## config.mk

```make
export PLATFORM = sky130hd
export DESIGN_NAME = mode_counter_flat
export DESIGN_NICKNAME = d
export VERILOG_FILES = /design/src/rtl/counter_pkg.sv /design/src/rtl/mode_counter_if.sv /design/src/rtl/count_chan.sv /design/src/rtl/mode_counter.sv /design/src/flat_wrapper.sv
export SDC_FILE = /design/constraint.sdc
export NUM_CORES = 1
export LEC_CHECK = 0
export BUFFER_PORTS_ARGS = -buffer_cell sky130_fd_sc_hd__buf_2
export CAP_MARGIN = 20
export CELL_PAD_IN_SITES_DETAIL_PLACEMENT = 0
export CELL_PAD_IN_SITES_GLOBAL_PLACEMENT = 1
export CORE_ASPECT_RATIO = 1.4
export CORE_UTILIZATION = 41
export CTS_CLUSTER_DIAMETER = 100
export CTS_CLUSTER_SIZE = 25
export DETAILED_ROUTE_END_ITERATION = 6
export MAX_ROUTING_LAYER = met4
export PLACE_DENSITY = 0.8
export SLEW_MARGIN = 20
export SYNTH_ARGS = -nofsm -noshare
export SYNTH_HDL_FRONTEND = slang
export SYNTH_SLANG_ARGS = --single-unit
```

## constraint.sdc

```tcl
create_clock -name clk -period 2.9 [get_ports clk]
set_input_delay 0.58 -clock clk [delete_from_list [all_inputs] [get_ports clk]]
set_output_delay 0.58 -clock clk [all_outputs]
set_load 0.005 [all_outputs]
```

## src/rtl/counter_pkg.sv

```systemverilog
// Shared mode encoding and default sizing for the mode_counter block.
package counter_pkg;

    typedef enum logic {
        MODE_WRAP = 1'b0,
        MODE_SAT  = 1'b1
    } mode_t;

    localparam int unsigned DEF_WIDTH = 5;
    localparam int unsigned DEF_NCH   = 4;

endpackage

```

## src/rtl/mode_counter_if.sv

```systemverilog
// Control/status bundle for mode_counter: shared mode/limit plus per-channel vectors.
interface mode_counter_if
    import counter_pkg::*;
#(
    parameter int unsigned WIDTH = DEF_WIDTH,
    parameter int unsigned NCH   = DEF_NCH
) ();

    mode_t                      mode;
    logic [WIDTH-1:0]           limit;
    logic [NCH-1:0][WIDTH-1:0]  data;
    logic [NCH-1:0]             load;
    logic [NCH-1:0]             enable;
    logic [NCH-1:0]             up;
    logic [NCH-1:0]             clr;
    logic [NCH-1:0][WIDTH-1:0]  count;
    logic [NCH-1:0]             tc;
    logic [NCH-1:0]             ovf;

    modport master (
        output mode, limit, data, load, enable, up, clr,
        input  count, tc, ovf
    );

    modport slave (
        input  mode, limit, data, load, enable, up, clr,
        output count, tc, ovf
    );

endinterface

```

## src/rtl/count_chan.sv

```systemverilog
// One counter channel: load/enable/hold with wrap or saturate at 0..limit,
// terminal-count pulse and sticky overflow flag.
module count_chan
    import counter_pkg::*;
#(
    parameter int unsigned WIDTH = DEF_WIDTH
) (
    input  logic             clk,
    input  logic             rst_,
    input  mode_t            mode,
    input  logic [WIDTH-1:0] limit,
    input  logic [WIDTH-1:0] data,
    input  logic             load,
    input  logic             enable,
    input  logic             up,
    input  logic             clr,
    output logic [WIDTH-1:0] count,
    output logic             tc,
    output logic             ovf
);

    logic [WIDTH-1:0] count_nxt;
    logic             tc_nxt;
    logic             ovf_nxt;

    // Next state; a count left above a lowered limit is treated as at the boundary.
    always_comb begin
        count_nxt = count;
        tc_nxt    = 1'b0;
        if (load) begin
            count_nxt = (data > limit) ? limit : data;
        end else if (enable) begin
            if (up) begin
                if (count < limit) begin
                    count_nxt = count + WIDTH'(1);
                end else begin
                    count_nxt = (mode == MODE_WRAP) ? '0 : limit;
                    tc_nxt    = 1'b1;
                end
            end else begin
                if (count != '0) begin
                    count_nxt = count - WIDTH'(1);
                end else begin
                    count_nxt = (mode == MODE_WRAP) ? limit : '0;
                    tc_nxt    = 1'b1;
                end
            end
        end
        // Set wins over clear so a boundary event is never lost.
        ovf_nxt = tc_nxt | (ovf & ~clr);
    end

    always_ff @(posedge clk or negedge rst_) begin
        if (!rst_) begin
            count <= '0;
            tc    <= 1'b0;
            ovf   <= 1'b0;
        end else begin
            count <= count_nxt;
            tc    <= tc_nxt;
            ovf   <= ovf_nxt;
        end
    end

endmodule

```

## src/rtl/mode_counter.sv

```systemverilog
// NCH independent up/down counters sharing a wrap/saturate mode and an upper limit.
module mode_counter
    import counter_pkg::*;
#(
    parameter int unsigned WIDTH = DEF_WIDTH,
    parameter int unsigned NCH   = DEF_NCH
) (
    input  logic           clk,
    input  logic           rst_,
    mode_counter_if.slave  bus
);

    logic [NCH-1:0][WIDTH-1:0] count_w;
    logic [NCH-1:0]            tc_w;
    logic [NCH-1:0]            ovf_w;

    for (genvar i = 0; i < NCH; i++) begin : g_chan
        count_chan #(
            .WIDTH (WIDTH)
        ) u_chan (
            .clk    (clk),
            .rst_   (rst_),
            .mode   (bus.mode),
            .limit  (bus.limit),
            .data   (bus.data[i]),
            .load   (bus.load[i]),
            .enable (bus.enable[i]),
            .up     (bus.up[i]),
            .clr    (bus.clr[i]),
            .count  (count_w[i]),
            .tc     (tc_w[i]),
            .ovf    (ovf_w[i])
        );
    end

    assign bus.count = count_w;
    assign bus.tc    = tc_w;
    assign bus.ovf   = ovf_w;

endmodule
```

## src/flat_wrapper.sv

```systemverilog
// flat-port wrapper written by rule: the top's interface ports become plain ports
module mode_counter_flat import counter_pkg::*;
#(
    parameter int unsigned WIDTH = DEF_WIDTH,
    parameter int unsigned NCH   = DEF_NCH
)
  (clk, rst_, bus_mode, bus_limit, bus_data, bus_load, bus_enable, bus_up, bus_clr, bus_count, bus_tc, bus_ovf);
  mode_counter_if #(.WIDTH(WIDTH), .NCH(NCH)) bus_i ();
  input  logic clk;
  input  logic rst_;
  input wire logic [$bits(bus_i.mode)-1:0] bus_mode;
  input wire logic [$bits(bus_i.limit)-1:0] bus_limit;
  input wire logic [$bits(bus_i.data)-1:0] bus_data;
  input wire logic [$bits(bus_i.load)-1:0] bus_load;
  input wire logic [$bits(bus_i.enable)-1:0] bus_enable;
  input wire logic [$bits(bus_i.up)-1:0] bus_up;
  input wire logic [$bits(bus_i.clr)-1:0] bus_clr;
  output wire logic [$bits(bus_i.count)-1:0] bus_count;
  output wire logic [$bits(bus_i.tc)-1:0] bus_tc;
  output wire logic [$bits(bus_i.ovf)-1:0] bus_ovf;
  assign bus_i.mode = bus_mode;
  assign bus_i.limit = bus_limit;
  assign bus_i.data = bus_data;
  assign bus_i.load = bus_load;
  assign bus_i.enable = bus_enable;
  assign bus_i.up = bus_up;
  assign bus_i.clr = bus_clr;
  assign bus_count = bus_i.count;
  assign bus_tc = bus_i.tc;
  assign bus_ovf = bus_i.ovf;
  mode_counter #(.WIDTH(WIDTH), .NCH(NCH)) u_core (.clk(clk), .rst_(rst_), .bus(bus_i));
endmodule
```

# Word level (Yosys, flattened, before mapping)
# Cells that the tools add are included.
# Widths: inputs -> output; s select.
# word_totals
ff_bits	28
out_inout_bits	28
wordCells	94
# classes
add_sub_neg	8
n_lt_le_gt_ge	8
muxes	46
n_bitwise	12
reduce_logical	8
# ops
cell	n
$mux 5	26
$add 5x1->5 const B	4
$gt 5x5->1	4
$lt 5x5->1	4
$mux 1	20
$reduce_bool 5->1	4
$sub 5x1->5 const B	4
$reduce_bool 2->1	4
$and 1x1->1	4
$not 1->1	4
$or 1x1->1	4

# Logic depth before layout (Yosys ltp)
# Gate-level depths: netlist (run 1).
# logic_depth
depth_word	6
mapped_depth	8
ltp_nobuf	8

# Hierarchy
# A second synthesis (run 1) with hierarchy kept.
# unflattened
cells_unflattened	448
hier_area_um2	3898.7
# modules_own_cells
mod	instances	cells_each	area_each_um2	seq_area_each_um2
count_chan	4	112	974.7	175.2

# Least setup slack after synthesis (run 1)
# No wires, ideal clock.
# synth_path
path_type	input to register
start	input port bus_limit[1]
end	register u_core.g_chan[3].u_chan.count[3]
setup_ns	0.136
arrival_time_ns	2.262
path_slack_ns	0.502
cell_stages	8
cell_sequence	inv_1 -> ha_1 -> nor2b_1 -> o31ai_1 -> a21oi_1 -> mux2_2 -> a221oi_1 -> o21ai_0
# synth_via
elab_chain_len	5
elab_cells_between_ends	7
cone_classes	order compare: 2; mux: 5
# synth_rtl
item	line	rtl
start: declaration	flat_wrapper.sv:12	input wire logic [$bits(bus_i.limit)-1:0] bus_limit;
$lt 5x5->1	count_chan.sv:34	if (count < limit) begin
$mux 5	count_chan.sv:34	
$mux 5	count_chan.sv:33	if (up) begin
$mux 5	count_chan.sv:32	end else if (enable) begin
$mux 5 *	count_chan.sv:30	if (load) begin
end signal: assignment	count_chan.sv:59	count <= count_nxt;
end: declaration	count_chan.sv:17	output logic [WIDTH-1:0] count,
# Mark *: on every way between the ends. The rest lies on a longest branch, timed or not. The select of a mux whose other input is x is not followed.
# A chain may end at the register's enable or synchronous reset.

# Worst setup path after layout (run 1)
# layout_path
start	input port bus_limit[4]
end	register u_core.g_chan[2].u_chan.count[3]
# layout_via
elab_chain_len	5
elab_cells_between_ends	7
cone_classes	order compare: 2; mux: 5
# layout_rtl
item	line
$lt 5x5->1	count_chan.sv:34
$mux 5	count_chan.sv:34
$mux 5	count_chan.sv:33
$mux 5	count_chan.sv:32
$mux 5 *	count_chan.sv:30
end signal: assignment	count_chan.sv:59
end: declaration	count_chan.sv:17
# Marks and branches as above.

==> impl_metrics.json, run 1 <==
{
  "area_delta_synth_final_pct": 14.4,
  "syn_inst": 421,
  "vias_per_cell": 5.80,
  "r2r-start": "u_core.g_chan[2].u_chan.count[2]",
  "cts_tree": "yes",
  "nets": 567,
  "port_buffers": 71,
  "core-area_um2": 8100,
  "synth_edf_count": 0,
  "leakage_nw": 1.91,
  "routed_wl_um": 10000,
  "yosysTopAreaCell": "dfrtp_1",
  "clock_path_buffers": 2,
  "worstSkewPairLatency_ns": 0.28,
  "gr-total-overflow": 0,
  "crit_fanout": 10,
  "yosysUniqueCellTypes": 53,
  "die_y_um": 110,
  "antenna_cells": 0,
  "cts_setup_buffers": 0,
  "vias": 3364,
  "rr_worst_depth": 7,
  "antenna_left": 0,
  "rows": 39,
  "grt_antenna_before_repair": 0,
  "synth-seq-area-share": 0.205,
  "regToRegSetupSlack_ns": 0.62,
  "critPathRequiredTime_ns": 3.06,
  "drcViolationCount": 0,
  "tns_ns": 0,
  "cellPowerDensity_nw_per_um2": 463,
  "syn_area_per_cell_um2": 8.10,
  "cts_buffers": 3,
  "place_congestion": 0.883,
  "start_kind": "input pin",
  "fill_cells": 850,
  "maxCapViolations": 0,
  "multi_input_area_um2": 2470,
  "grt_usage": 0.248,
  "grt_pass1_wl_um": 16000,
  "status": "finished, final reports clean",
  "synth-warning-count": 0,
  "drt_pre_antenna_iters": 4,
  "min_path_type": "input pin to asynchronous set/reset pin",
  "critical_path_class": "input pin to flip-flop",
  "drv_slew": 0,
  "post_cts_resized": 0,
  "async_reset_ff_frac": 1.00,
  "worstMarginPinSlew_ns": 0.753,
  "grt_start_max_net_pins": 29,
  "grt_pass1_vias": 3128,
  "drt-wirelength-per-cell_um": 17.3,
  "rsz0062_at_grt": "no",
  "fmax_mhz": 410,
  "start_util": 0.421,
  "synth_top_cell_area_share": 0.205,
  "finalSetupViolations": 0,
  "cp-end-kind": "flip-flop",
  "startpoint": "bus_limit[4]",
  "synthesis.area_um2": 3410,
  "synth_area_leaders": "dfrtp_1, ha_1, mux2i_1",
  "syn_nets": 509,
  "clockRootBuffer": "clkbuf_16",
  "design_area_um2": 3900,
  "period_needed_ns": 2.44,
  "critPathArrivalTime_ns": 2.60,
  "clk_pin_slew_ns": 0.07,
  "placed_area_um2": 3810,
  "hold_buffers": 0,
  "fin_crit_sh": 0.842,
  "yosys_register_bits": 28,
  "skew_ns": 0.00201,
  "die-area_um2": 8690,
  "max_slew_margin": 0.498,
  "hold_viol": 0,
  "peakVddDrop_uv": 293,
  "crit_end": "u_core.g_chan[2].u_chan.count[3]",
  "r2r_end": "u_core.g_chan[2].u_chan.count[4]",
  "io_pins": 72,
  "cts-htree-levels": 1,
  "regArea_um2": 701,
  "synth_flop_cell": "dfrtp_1",
  "die_w_um": 79.1,
  "dp.final_hpwl_um": 7620,
  "dr.first_iter.drc_count": 156,
  "drive_gt1_frac": 0.205,
  "cts.sinks": 28
}
==> metrics by stage <==
stage	std cells	setup slack (ns)	hold WS [ns]	power, mW	util
final	580	0.459	0.363	1.81	0.482
after global routing	580	0.291	0.413	1.95	0.482
after CTS	580	0.456	0.384	1.82	0.482
after detailed placement	576	0.158	0.464	1.44	0.471
after global placement	576	0.235	0.454	1.42	0.471
after floorplan	421	0.502	0.284	1.18	-
==> how the worst min path moves through the flow <==
stage	from	endpoint	slack, ns	cells after the start
3_5_place_dp	u_core.g_chan[3].u_chan.ovf	u_core.g_chan[3].u_chan.ovf	0.46	1
3_3_place_gp	u_core.g_chan[3].u_chan.ovf	u_core.g_chan[3].u_chan.ovf	0.45	1
6_report	rst_	u_core.g_chan[2].u_chan.ovf	0.36	1
4_1_cts	rst_	u_core.g_chan[2].u_chan.tc	0.38	1
5_1_grt	rst_	u_core.g_chan[2].u_chan.tc	0.41	1
2_1_floorplan	rst_	u_core.g_chan[0].u_chan.count[0]	0.28	0
==> metal layers <==
metal / up-vias / GRT usage / wire (µm)
met5: - / - / 0
met4: 0 / 0.131 / 357
met3: 23 / 0.0133 / 359
met2: 92 / 0.405 / 4940
met1: 1606 / 0.309 / 4360
li1: 1643 / - / -
==> worst max-delay path, cell delays in order <==
cell     delay, ns
buf_2         0.14
inv_1         0.30
ha_1          0.33
a21oi_1       0.14
o21ai_0       0.09
o22ai_1       0.48
mux2_2        0.41
nand2_1       0.07
o31ai_1       0.06
==> cell type report <==
class | count | area share
Multi-Input combinational cell | 339 | 0.634
Sequential cell | 28 | 0.180
Tap cell | 102 | 0.0327
Inverter | 31 | 0.0298
Clock buffer | 4 | 0.0228
Timing Repair Buffer | 76 | 0.101
==> cell usage in the layout (no fill, tap or decap), types with 8 or more instances in the layout <==
cell type | netlist | layout
nor2_1 | 36 | 36
a21o_1 | 8 | 8
dfrtp_1 | 28 | 28
nor3_1 | 8 | 8
nand3_1 | 10 | 10
o21ai_0 | 24 | 24
nand2b_1 | 10 | 10
xor2_1 | 12 | 12
a211oi_1 | 10 | 10
inv_1 | 31 | 31
nand2_1 | 40 | 40
mux2i_1 | 20 | 20
buf_2 | 1 | 71
ha_1 | 44 | 44
a21oi_1 | 32 | 32
==> sequential cells by signal (all words and copies together), names as in the netlist <==
register,cells
u_core.g_chan.u_chan.count,20
u_core.g_chan.u_chan.ovf,4
u_core.g_chan.u_chan.tc,4
==> where the power goes <==
group	leakage, nW	internal [mW]	switching [mW]	total [mW]
Clock	0.0442	0.213	0.162	0.375
Combinational	1.52	0.401	0.449	0.851
Sequential	0.344	0.447	0.135	0.582
Total	1.91	1.06	0.747	1.81
==> synthesized netlist by cell type, drive strengths merged, types with 3 or more instances <==
master   count
nor2b        4
nor2        36
mux2i       20
clkbuf      14
buf          9
inv         31
o21a         3
nand4        3
a21oi       32
o2111ai      3
ha          44
a22oi        3
o21ai       28
nand3       10
xor2        12
nor4b        3
nor3         9
mux2         7
a2111oi      4
xnor2        3
dfrtp       28
o32ai        3
a211oi      10
and3         3
o211ai       4
and2         3
o22ai        4
a21o         8
nand2b      10
o31ai        7
a31oi        5
nand2       40
==> kinds of logic (layout without fill, tap and decap cells) <==
kind of cell / after synthesis / count (layout) / share of synthesized area
adder cells (fa/ha/maj): 44 / 44 / 0.161
buffers and inverters: 54 / 111 / 0.0690
multiplexers: 27 / 27 / 0.0818
AND/OR/NAND/NOR: 127 / 127 / 0.187
flip-flops: 28 / 28 / 0.205
XOR/XNOR: 15 / 15 / 0.0385
AO/OA/AOI/OAI: 126 / 126 / 0.257
No activity file was read; power rests on OpenSTA's default activity.
==> inputs of run 2 (changes only) <==
==> constraint.sdc (replaced) <==
create_clock -name clk -period 2.45 [get_ports clk]
set_input_delay 0.49 -clock clk [delete_from_list [all_inputs] [get_ports clk]]
set_output_delay 0.49 -clock clk [all_outputs]
set_load 0.005 [all_outputs]
==> run 2 against run 1 <==
  * Via count up 2.3%
  * Non-clock buffer count up 23
  * Cell count up 4.0%
  * Flip-flop and latch count unchanged
  * Clock skew down 0.00070 ns
  * First-iteration DRC count up 3.8%
  * Sequential share of layout area down 0.81 points
  * Largest cell class unchanged
==> impl_metrics.json, run 2 (synthesis results as in run 1) <==
{
  "timing.hold.ws_ns": 0.249,
  "p_comb_frac": 0.515,
  "die_w_um": 79.1,
  "rr_worst_depth": 8,
  "grt_start_max_net_pins": 29,
  "die-area_um2": 8690,
  "drv_slew": 0,
  "placedCellCount": 599,
  "critical_path_class": "input pin to flip-flop",
  "cellPowerDensity_nw_per_um2": 542,
  "cts-htree-levels": 1,
  "top_regs": "u_core.g_chan.u_chan.count x20, u_core.g_chan.u_chan.ovf x4, u_core.g_chan.u_chan.tc x4",
  "r2r-start": "u_core.g_chan[2].u_chan.count[2]",
  "drcViolationCount": 0,
  "finalSetupViolations": 0,
  "dr.first_iter.drc_count": 162,
  "cts_setup_buffers": 0,
  "drt-wirelength-per-cell_um": 16.7,
  "regMostFlops": "u_core.g_chan.u_chan.count",
  "fin_cells": 603,
  "max_slew_margin": 0.524,
  "seqPwrFrac": 0.287,
  "rows": 39,
  "nets": 590,
  "crit_fanout": 9,
  "crit_path_top_delay_cell": "mux2_2",
  "startpoint": "bus_limit[4]",
  "start_kind": "input pin",
  "rsz0062_at_grt": "no",
  "antenna_cells": 0,
  "fin_util": 0.504,
  "cts.sinks": 28,
  "io_pins": 72,
  "design_area_um2": 4090,
  "switching_share": 0.405,
  "status": "finished, final reports clean",
  "placed_area_um2": 4000,
  "regToRegSetupSlack_ns": 0.32,
  "skew_ns": 0.00131,
  "cts_buffers": 3,
  "routed_wl_um": 10100,
  "cts_tree": "yes",
  "hold_viol": 0,
  "clock_path_buffers": 2,
  "fin_crit_sh": 0.902,
  "critPathArrivalTime_ns": 2.37,
  "drt_pre_antenna_iters": 4,
  "path_cells": "buf_2, inv_1, ha_1, a21oi_1, o21ai_0, o22ai_1, mux2_2, nand2_1, o31ai_1",
  "grt_antenna_before_repair": 0,
  "clk_pin_slew_ns": 0.07,
  "core-area_um2": 8100,
  "grt_pass1_wl_um": 16300,
  "grt_pass1_vias": 3323,
  "port_buffers": 71,
  "post_cts_resized": 0,
  "clockRootBuffer": "clkbuf_16",
  "tns_ns": 0,
  "antenna_left": 0,
  "die_y_um": 110,
  "slowest_delay_ns": 0.40,
  "peakVddDrop_uv": 299,
  "hold_buffers": 0,
  "cp-end-kind": "flip-flop",
  "period_needed_ns": 2.21,
  "start_util": 0.421,
  "dp.final_hpwl_um": 7880,
  "gr-total-overflow": 0,
  "clkPwrFrac": 0.198,
  "power_switching_uw": 897,
  "r2r_end": "u_core.g_chan[2].u_chan.count[1]",
  "worstMarginPinSlew_ns": 0.714,
  "vias": 3440,
  "most-common-layout-cells": "buf_2, ha_1, nand2_1",
  "fmax_mhz": 453,
  "maxCapViolations": 0,
  "leakage_nw": 2.03,
  "largest_reg_flops": 20,
  "vias_per_cell": 5.70,
  "p_int_mw": 1.32,
  "drive_gt1_frac": 0.242,
  "mostFrequentLayoutCell": "buf_2",
  "grt_usage": 0.249,
  "min_path_type": "input pin to asynchronous set/reset pin",
  "worstSkewPairLatency_ns": 0.28,
  "critPathRequiredTime_ns": 2.61,
  "area_delta_synth_final_pct": 19.8,
  "place_congestion": 0.907
}
[run 2: critical path: cells and delay by family]
family                   cells  cell delay, ns
AO/OA/AOI/OAI                4            0.70
multiplexers                 1            0.40
buffers and inverters        2            0.38
adder cells (fa/ha/maj)      1            0.33
AND/OR/NAND/NOR              1            0.07
[run 2: final cells by class]
cell class / instances / area [µm²]
fill: 833 / 4010
inverter: 31 / 116
sequential: 28 / 701
multi-input combinational: 339 / 2470
tap: 102 / 128
timing repair buffer: 99 / 578
clock buffer: 4 / 88.8
[run 2: worst max path at each step]
stage | slack, ns | to | depth (start not counted)
floorplan | 0.14 | u_core.g_chan[3].u_chan.count[3] | 8
global placement | -0.03 | u_core.g_chan[2].u_chan.count[3] | 9
detailed placement | -0.04 | u_core.g_chan[2].u_chan.count[3] | 9
CTS | 0.25 | u_core.g_chan[2].u_chan.count[3] | 9
global route | 0.08 | u_core.g_chan[2].u_chan.count[1] | 10
finish | 0.24 | u_core.g_chan[2].u_chan.count[3] | 9
[run 2: through the flow]
| step | total power [mW] | setup WS [ns] |
|---|---|---|
| 6_report | 2.22 | 0.241 |
| 5_1_grt | 2.38 | 0.0767 |
| 4_1_cts | 2.22 | 0.246 |
| 3_5_place_dp | 1.78 | -0.0419 |
| 3_3_place_gp | 1.76 | -0.0338 |
| 2_1_floorplan | 1.39 | 0.142 |
[run 2: power by group through the flow]
stage | combinational, mW | sequential [mW] | clock, mW
2_1_floorplan | 0.763 | 0.631 | 0
3_3_place_gp | 1.11 | 0.642 | 0
3_5_place_dp | 1.13 | 0.644 | 0
4_1_cts | 1.14 | 0.635 | 0.449
5_1_grt | 1.27 | 0.647 | 0.460
6_report | 1.14 | 0.636 | 0.439
[run 2: layer usage]
metal  up-vias  track usage  part of all wire  routed length, µm
met5         -            -                 0                  0
met4         0        0.103             0.021                214
met3        13       0.0199             0.039                394
met2        77        0.442              0.53               5290
met1      1666        0.289              0.41               4170
li1       1684            -                 -                  -
